### src/rtl/fft_spi_streamer.sv
// Snapshots a bank of complex FFT bins and streams them out over SPI mode 0:
// optional sync header byte, then real/imag of every bin, MSB byte and MSB bit first.
module fft_spi_streamer #(
    parameter int         N_BINS            = 32,
    parameter int         DATA_W            = 8,
    parameter int         CLKS_PER_HALF_BIT = 2,
    parameter int         GAP_CLKS          = 64,
    parameter int         HEADER_EN         = 1,
    parameter logic [7:0] HEADER_BYTE       = 8'hA5,
    parameter int         CS_PER_BYTE       = 0
) (
    input  logic                         clk,
    input  logic                         rst,
    input  logic [2*N_BINS*DATA_W-1:0]   data_bus,
    input  logic                         start,
    output logic                         sclk,
    output logic                         mosi,
    output logic                         cs_n,
    output logic                         busy,
    output logic                         done,
    output logic                         overrun
);

    localparam int B      = DATA_W / 8;
    localparam int NBYTES = 2 * N_BINS * B;
    localparam int T      = HEADER_EN + NBYTES;
    localparam int CNT_W  = $clog2(T + 1);
    localparam int HALF_W = $clog2(2 * CLKS_PER_HALF_BIT);
    localparam int GAP_W  = $clog2(GAP_CLKS + 1);

    localparam logic [HALF_W-1:0] HALF_MID = HALF_W'(CLKS_PER_HALF_BIT - 1);
    localparam logic [HALF_W-1:0] HALF_END = HALF_W'(2 * CLKS_PER_HALF_BIT - 1);
    localparam logic [GAP_W-1:0]  GAP_END  = GAP_W'(GAP_CLKS - 1);
    localparam logic [CNT_W-1:0]  LAST_IDX = CNT_W'(T - 1);
    localparam logic [CNT_W-1:0]  T_CNT    = CNT_W'(T);

    typedef enum logic [2:0] {S_IDLE, S_LOAD, S_SHIFT, S_GAP, S_DONE} state_t;

    state_t                    state;
    logic [2*N_BINS*DATA_W-1:0] snap;
    logic [7:0]                shreg;
    logic [7:0]                next_byte;
    logic [CNT_W-1:0]          byte_cnt;
    logic [2:0]                bit_cnt;
    logic [HALF_W-1:0]         half_cnt;
    logic [GAP_W-1:0]          gap_cnt;

    // Stream byte k maps to element k/B, taking that element's bytes MSB first.
    always_comb begin
        next_byte = HEADER_BYTE;
        for (int k = 0; k < NBYTES; k++) begin
            if (int'(byte_cnt) == k + HEADER_EN)
                next_byte = snap[((k / B) * B + (B - 1 - (k % B))) * 8 +: 8];
        end
    end

    // Datapath registers: frame snapshot and the byte being shifted out.
    always_ff @(posedge clk) begin
        if (state == S_IDLE && start)
            snap <= data_bus;
        if (state == S_LOAD)
            shreg <= next_byte;
        else if (state == S_SHIFT && half_cnt == HALF_END)
            shreg <= {shreg[6:0], 1'b0};
    end

    always_ff @(posedge clk) begin
        if (rst) begin
            state    <= S_IDLE;
            sclk     <= 1'b0;
            mosi     <= 1'b0;
            cs_n     <= 1'b1;
            busy     <= 1'b0;
            done     <= 1'b0;
            overrun  <= 1'b0;
            byte_cnt <= '0;
            bit_cnt  <= '0;
            half_cnt <= '0;
            gap_cnt  <= '0;
        end else begin
            done <= 1'b0;
            if (start && state != S_IDLE)
                overrun <= 1'b1;
            case (state)
                S_IDLE: begin
                    if (start) begin
                        busy     <= 1'b1;
                        byte_cnt <= '0;
                        state    <= S_LOAD;
                    end
                end
                S_LOAD: begin
                    mosi     <= next_byte[7];
                    cs_n     <= 1'b0;
                    half_cnt <= '0;
                    bit_cnt  <= '0;
                    state    <= S_SHIFT;
                end
                S_SHIFT: begin
                    if (half_cnt == HALF_MID)
                        sclk <= 1'b1;
                    if (half_cnt == HALF_END) begin
                        half_cnt <= '0;
                        sclk     <= 1'b0;
                        if (bit_cnt == 3'd7) begin
                            // mosi keeps the last bit through the gap.
                            gap_cnt  <= '0;
                            byte_cnt <= byte_cnt + 1'b1;
                            state    <= S_GAP;
                            if (CS_PER_BYTE != 0 || byte_cnt == LAST_IDX)
                                cs_n <= 1'b1;
                        end else begin
                            bit_cnt <= bit_cnt + 1'b1;
                            mosi    <= shreg[6];
                        end
                    end else begin
                        half_cnt <= half_cnt + 1'b1;
                    end
                end
                S_GAP: begin
                    if (gap_cnt == GAP_END)
                        state <= (byte_cnt == T_CNT) ? S_DONE : S_LOAD;
                    else
                        gap_cnt <= gap_cnt + 1'b1;
                end
                S_DONE: begin
                    done  <= 1'b1;
                    busy  <= 1'b0;
                    cs_n  <= 1'b1;
                    state <= S_IDLE;
                end
                default: state <= S_IDLE;
            endcase
        end
    end

endmodule

### config.mk
export PLATFORM = sky130hd
export DESIGN_NAME = fft_spi_streamer
export DESIGN_NICKNAME = d
export VERILOG_FILES = /design/src/rtl/fft_spi_streamer.sv
export SDC_FILE = /design/constraint.sdc
export NUM_CORES = 1
export LEC_CHECK = 0
export ABC_AREA = 0
export BUFFER_PORTS_ARGS = -buffer_cell sky130_fd_sc_hd__buf_2
export CAP_MARGIN = 20
export CORE_AREA = 8 8 287 289
export DETAILED_ROUTE_END_ITERATION = 12
export DIE_AREA = 0 0 295 297
export GPL_ROUTABILITY_DRIVEN = 0
export MAX_ROUTING_LAYER = met4
export SETUP_SLACK_MARGIN = 0.2
export SKIP_CTS_REPAIR_TIMING = 1
export SYNTH_ARGS = -nofsm -noshare
export SYNTH_HDL_FRONTEND = slang
export SYNTH_SLANG_ARGS = --single-unit
### constraint.sdc
create_clock -name clk -period 16.8 [get_ports clk]
set_input_delay 0.84 -clock clk [delete_from_list [all_inputs] [get_ports clk]]
set_output_delay 0.84 -clock clk [all_outputs]
set_load 0.05 [all_outputs]
# == Word-level counts from Yosys, hierarchy flattened ==
# Cells that the tools add are included.
# word_totals
in_bits,515
register_bits,547
output_inout_bits,6
elab_cells,214
# classes
reduce_logical,19
eq_ne,81
addsub,4
n_mux,97
# op_table
cell,count
8-bit two-way mux,64
7-bit == test (second input constant),35
7-bit by 6-bit == test with 1-bit output (second input constant),17
7-bit by 5-bit == test with 1-bit output (second input constant),8
7-bit two-way mux,8
7-bit by 4-bit == test with 1-bit output (second input constant),4
7-bit one-hot mux with 2 select lines,2
3-bit two-way mux,7
4-bit AND reduction,4
7-bit by 1-bit adder with 7-bit output (second input constant),2
7-bit by 3-bit == test with 1-bit output (second input constant),2
3-bit one-hot mux with 4 select lines,1
2-bit nonzero test,6
1-bit two-way mux,9
2-bit != test (second input constant),4
7-bit by 2-bit == test with 1-bit output (second input constant),1
3-bit by 2-bit == test with 1-bit output (second input constant),2
3-bit == test (second input constant),2
2-bit by 1-bit != test with 1-bit output (second input constant),3
3-bit one-hot mux with 2 select lines,1
3-bit nonzero test,2
1-bit one-hot mux with 2 select lines,2
2-bit one-hot mux with 2 select lines,1
2-bit AND reduction,2
10 further kinds,12

# == Depth between registers and ports, before layout ==
# depth
word_depth,66
ltp_mapped,14
mapped_depth_nobuf,10

# == Worst setup path before layout ==
# No wires, ideal clock.
# synth_path
path_kind,input to register
startpoint,in start
endpoint,"reg snap[0], enable pin"
t_arrival_ns,11.118
cell_stages,3
setup_slack_ns,4.824
required_time_ns,15.943
path_buffers,0
setup_time_ns,0.857
cell_sequence,nand2b_1 -> or3_1 -> inv_1
# synth_via
elab_chain_cells,1
# synth_rtl
element,line_no,source
from (decl),15,"input logic start,"
1-bit logical AND,59,if (state == S_IDLE && start)
to (signal assigned),60,snap <= data_bus;
to (decl),40,logic [2*N_BINS*DATA_W-1:0] snap;
# Every way passes these cells.
# A chain may end at the register's enable or synchronous reset.

# == Worst setup path after layout ==
# layout_path
startpoint,reg byte_cnt[0]
endpoint,"reg shreg[6], data pin"
# layout_via
elab_chain_cells,66
word_cells_on_any_way,129
classes_between,eq/ne: 64; mux: 65
# layout_rtl
element,line_no,source
from (decl),43,logic [CNT_W-1:0] byte_cnt;
from (signal assigned),108,byte_cnt <= byte_cnt + 1'b1;
7-bit by 2-bit == test with 1-bit output,52,if (int'(byte_cnt) == k + HEADER_EN)
8-bit two-way mux (63 in a row),52,
8-bit two-way mux (*),52,
7-bit two-way mux (*),61,if (state == S_LOAD)
to (signal assigned),62,shreg <= next_byte;
to (signal assigned),64,"shreg <= {shreg[6:0], 1'b0};"
to (decl),41,logic [7:0] shreg;
# Mark *: on every way between the ends. The rest lies on a longest branch, timed or not.

==> run metrics <==
status=finished clean; Synth Area in Simple Gates=between 10 and 15%; grt met3 use=~4.5%; Yosys cell types=85; Reg clk slew, reported paths=~0.060 ns; Syn Nets=roughly 2300; synthesis warning total=0; first-pass GRT wire length=roughly 140000 um; synthesized area=0.0231 sq mm; met1 Use GR=28.2%; CTS tree=done; Required @ worst endpoint=between 15 and 20 ns; CTS Buffer Depth=3; row count=between 100 and 150; Avg WL per Cell=about 30 um; Critical Path Stages=10; placed insts=between 3000 and 4000; VDD IR max=approximately 0.00008 V; internal power=roughly 2.5 mW; LEAKAGE=~10 nW; drt total wl=100000 um; period utilization=29.3%; area growth from synthesis to layout=25.9%; largest family of logic cells by synthesized area=compound AO/OA/AOI/OAI gates; H-tree depth=2; total number of vias=between 15000 and 20000; CP Cell Sequence=inv_1 > ha_2 > nand2_1 > nor2_1 > nor3_1 > o21ai_0 > a21oi_1 > nor4b_1 > or3b_1 > o21ai_1; worst r2r dst=shreg[6]; initial detailed-routing violation count=about 2800; min cycle time layout=4.93 ns; Avg Inst Size Synth=13.3 sq um; end of the worst hold path=snap[37]; root buf cell=clkbuf_16; cell taking the most area after synthesis=edfxtp_1; post-route DRC violation count=0; Final setup violation count=0; Switching Share=between 20% and 30%; Seq pwr share=between 50% and 60%; delay-heaviest family, CP=simple AND/OR/NAND/NOR gates; GR Overflow Total=0; Fin. Hold Viols=0; prevailing post-synth register cell=edfxtp_1; Fill cells=7500; GRT Util Overall=22.5%; Multi-input gate area=0.00658 sq mm; die area=a little under 0.09 sq mm; Worst R2R Setup Slack=between 10 and 15 ns; Area contributors post-synth=edfxtp_1 67%, nand2_1 2.9%, nor2_1 2.6%; DPL Wire Length=78400 um; Worst-Skew Late Latency=approximately 0.67 ns; cell with the most instances after synthesis=edfxtp_1; Hold Crit Depth=1; CTS buffer count=59; XOR/XNOR Fraction of Synth Area=0.341%; Setup TNS Final=0 ns; vias in the first global route=19391; crit path capture type=flip-flop; WP buf/inv=1; max-cap viol count=0; Combinational Power Share=about 5.7%; RSZ-0062 raised after global routing=no; HP Class=input pin to flip-flop; R2R depth=10; Core ar.=slightly below 0.08 sq mm; IO buf count=between 500 and 600; nets=2794; Final Util=a little under two fifths; Final Cell Area=0.0291 sq mm; Pwr Density=between 100 and 150 mW/mm^2; Max FO, Critical Path=22; RR Startpoint=byte_cnt[0]; Chip Height=between 200 and 300 um; Chip Width=295 um; CP max stage cell=nor2_1; Critical Path AT=approximately 5.4 ns; # clock sinks=547; dpl cell area=about 0.027 sq mm; Post-synth EDFFs=519; Seq/Total Area, Yosys=69.9%; post-synthesis adder-cell area fraction=less than 1%; Sw Pwr=between 700 and 800 uW; final hold slack=about 0.34 ns; Slew Viols, Final=0; vias per inst=~5.7; layout cells sized above 1=roughly 30%; Worst slew margin=a little under a quarter; Hold Path Origin=data_bus[37]; met2 global-route usage=a little over a third; Worst Tran Pin Value=about 1.1 ns; Cells after Synth=1739; Seq cells post-synth=547; Clock power frac=42.4%; GRT busiest layer=met2; Power Total=approximately 3.3 mW; I/O Pins=521; Post-synth top cells=519 x edfxtp_1, 177 x nand2_1, 159 x nor2_1; Clock Skews=between 0.06 and 0.07 ns; largest net degree at the start of global routing=between 100 and 150; Detail Route Antenna Nets=0; top cell type's share of synthesized area=about 67%; initial antenna violation count=10; Placement Setup Slack=~12 ns; critical path type=flip-flop to flip-flop; TritonRoute pass-1 iters=6; Post-synth ARST share=0%; register area=roughly 0.016 sq mm; Non-Filler Instances=3380; complex-gate fraction of the synthesized area=around 15%; setup ws final=roughly 12 ns; Starting Density=between 20% and 30%; Max Fclk=around 200 MHz; startpoint types=flip-flop; mux share of post-synthesis cell area=0%; Worst path max stage delay=between 1 and 1.5 ns
-- layer usage --
layer | part of all wire, % | wire (um)
met5 | 0 | 0
met1 | 39 | 39000
met3 | 9.3 | 9320
met2 | 47 | 46600
met4 | 5.2 | 5180
-- worst max-delay path by stage --
stage | startpoint | to
after floorplan | start | snap[0]
after global placement | byte_cnt[0] | shreg[6]
after detailed placement | byte_cnt[0] | shreg[6]
after CTS | byte_cnt[0] | shreg[6]
after global routing | byte_cnt[0] | shreg[6]
final | byte_cnt[0] | shreg[6]
-- registers in the layout, indices dropped and copies added (netlist names), 2 cells and up --
| name | cells |
|---|---|
| byte_cnt | 7 |
| snap | 512 |
| bit_cnt | 3 |
| gap_cnt | 7 |
| shreg | 7 |
| state | 3 |
| half_cnt | 2 |
-- kinds of logic (layout without fill, tap and decap cells) --
logic type | after synthesis | after routing
AND/OR/NAND/NOR | 580 | 580
adder cells (fa/ha/maj) | 9 | 9
flip-flops | 547 | 547
buffers and inverters | 95 | 676
other | 0 | 10
XOR/XNOR | 9 | 9
AO/OA/AOI/OAI | 499 | 499
-- layout make-up --
type | instances | share of cell area, %
Antenna cell | 10 | 0.0860
Clock buffer | 66 | 5.17
Clock inverter | 45 | 2.01
Inverter | 13 | 0.194
Multi-Input combinational cell | 1097 | 22.6
Sequential cell | 547 | 55.5
Tap cell | 1050 | 4.52
Timing Repair Buffer | 552 | 9.89
-- power groups by stage --
stage	Sequential, mW	Clock [mW]	Combinational (mW)
final	1.70	1.39	0.186
after global routing	1.70	1.46	0.199
after CTS	1.70	1.41	0.183
after detailed placement	1.72	0	0.182
after global placement	1.72	0	0.180
after floorplan	1.74	0	0.0655
-- cell usage in the layout (no fill, tap or decap), types with 19 or more instances in the layout --
cell / n
buf_4: 28
nand3_1: 52
o221ai_1: 32
nor4_1: 23
nor3_1: 51
a221oi_1: 35
o22ai_1: 42
a211oi_1: 25
nand2_1: 177
nor2_1: 159
a22oi_1: 19
edfxtp_1: 519
a31oi_1: 22
dfxtp_1: 27
o21ai_0: 75
o211ai_1: 28
buf_2: 522
clkbuf_16: 59
a21oi_1: 89
-- worst reg2reg max path, cell delays in order, from the launching register on --
cell,delay (ns)
dfxtp_1,0.35
inv_1,0.14
ha_2,0.52
nand2_1,0.66
nor2_1,1.04
nor3_1,0.11
o21ai_0,0.27
a21oi_1,0.13
nor4b_1,0.92
or3b_1,0.51
o21ai_1,0.14
No activity file was read; power rests on OpenSTA's default activity.
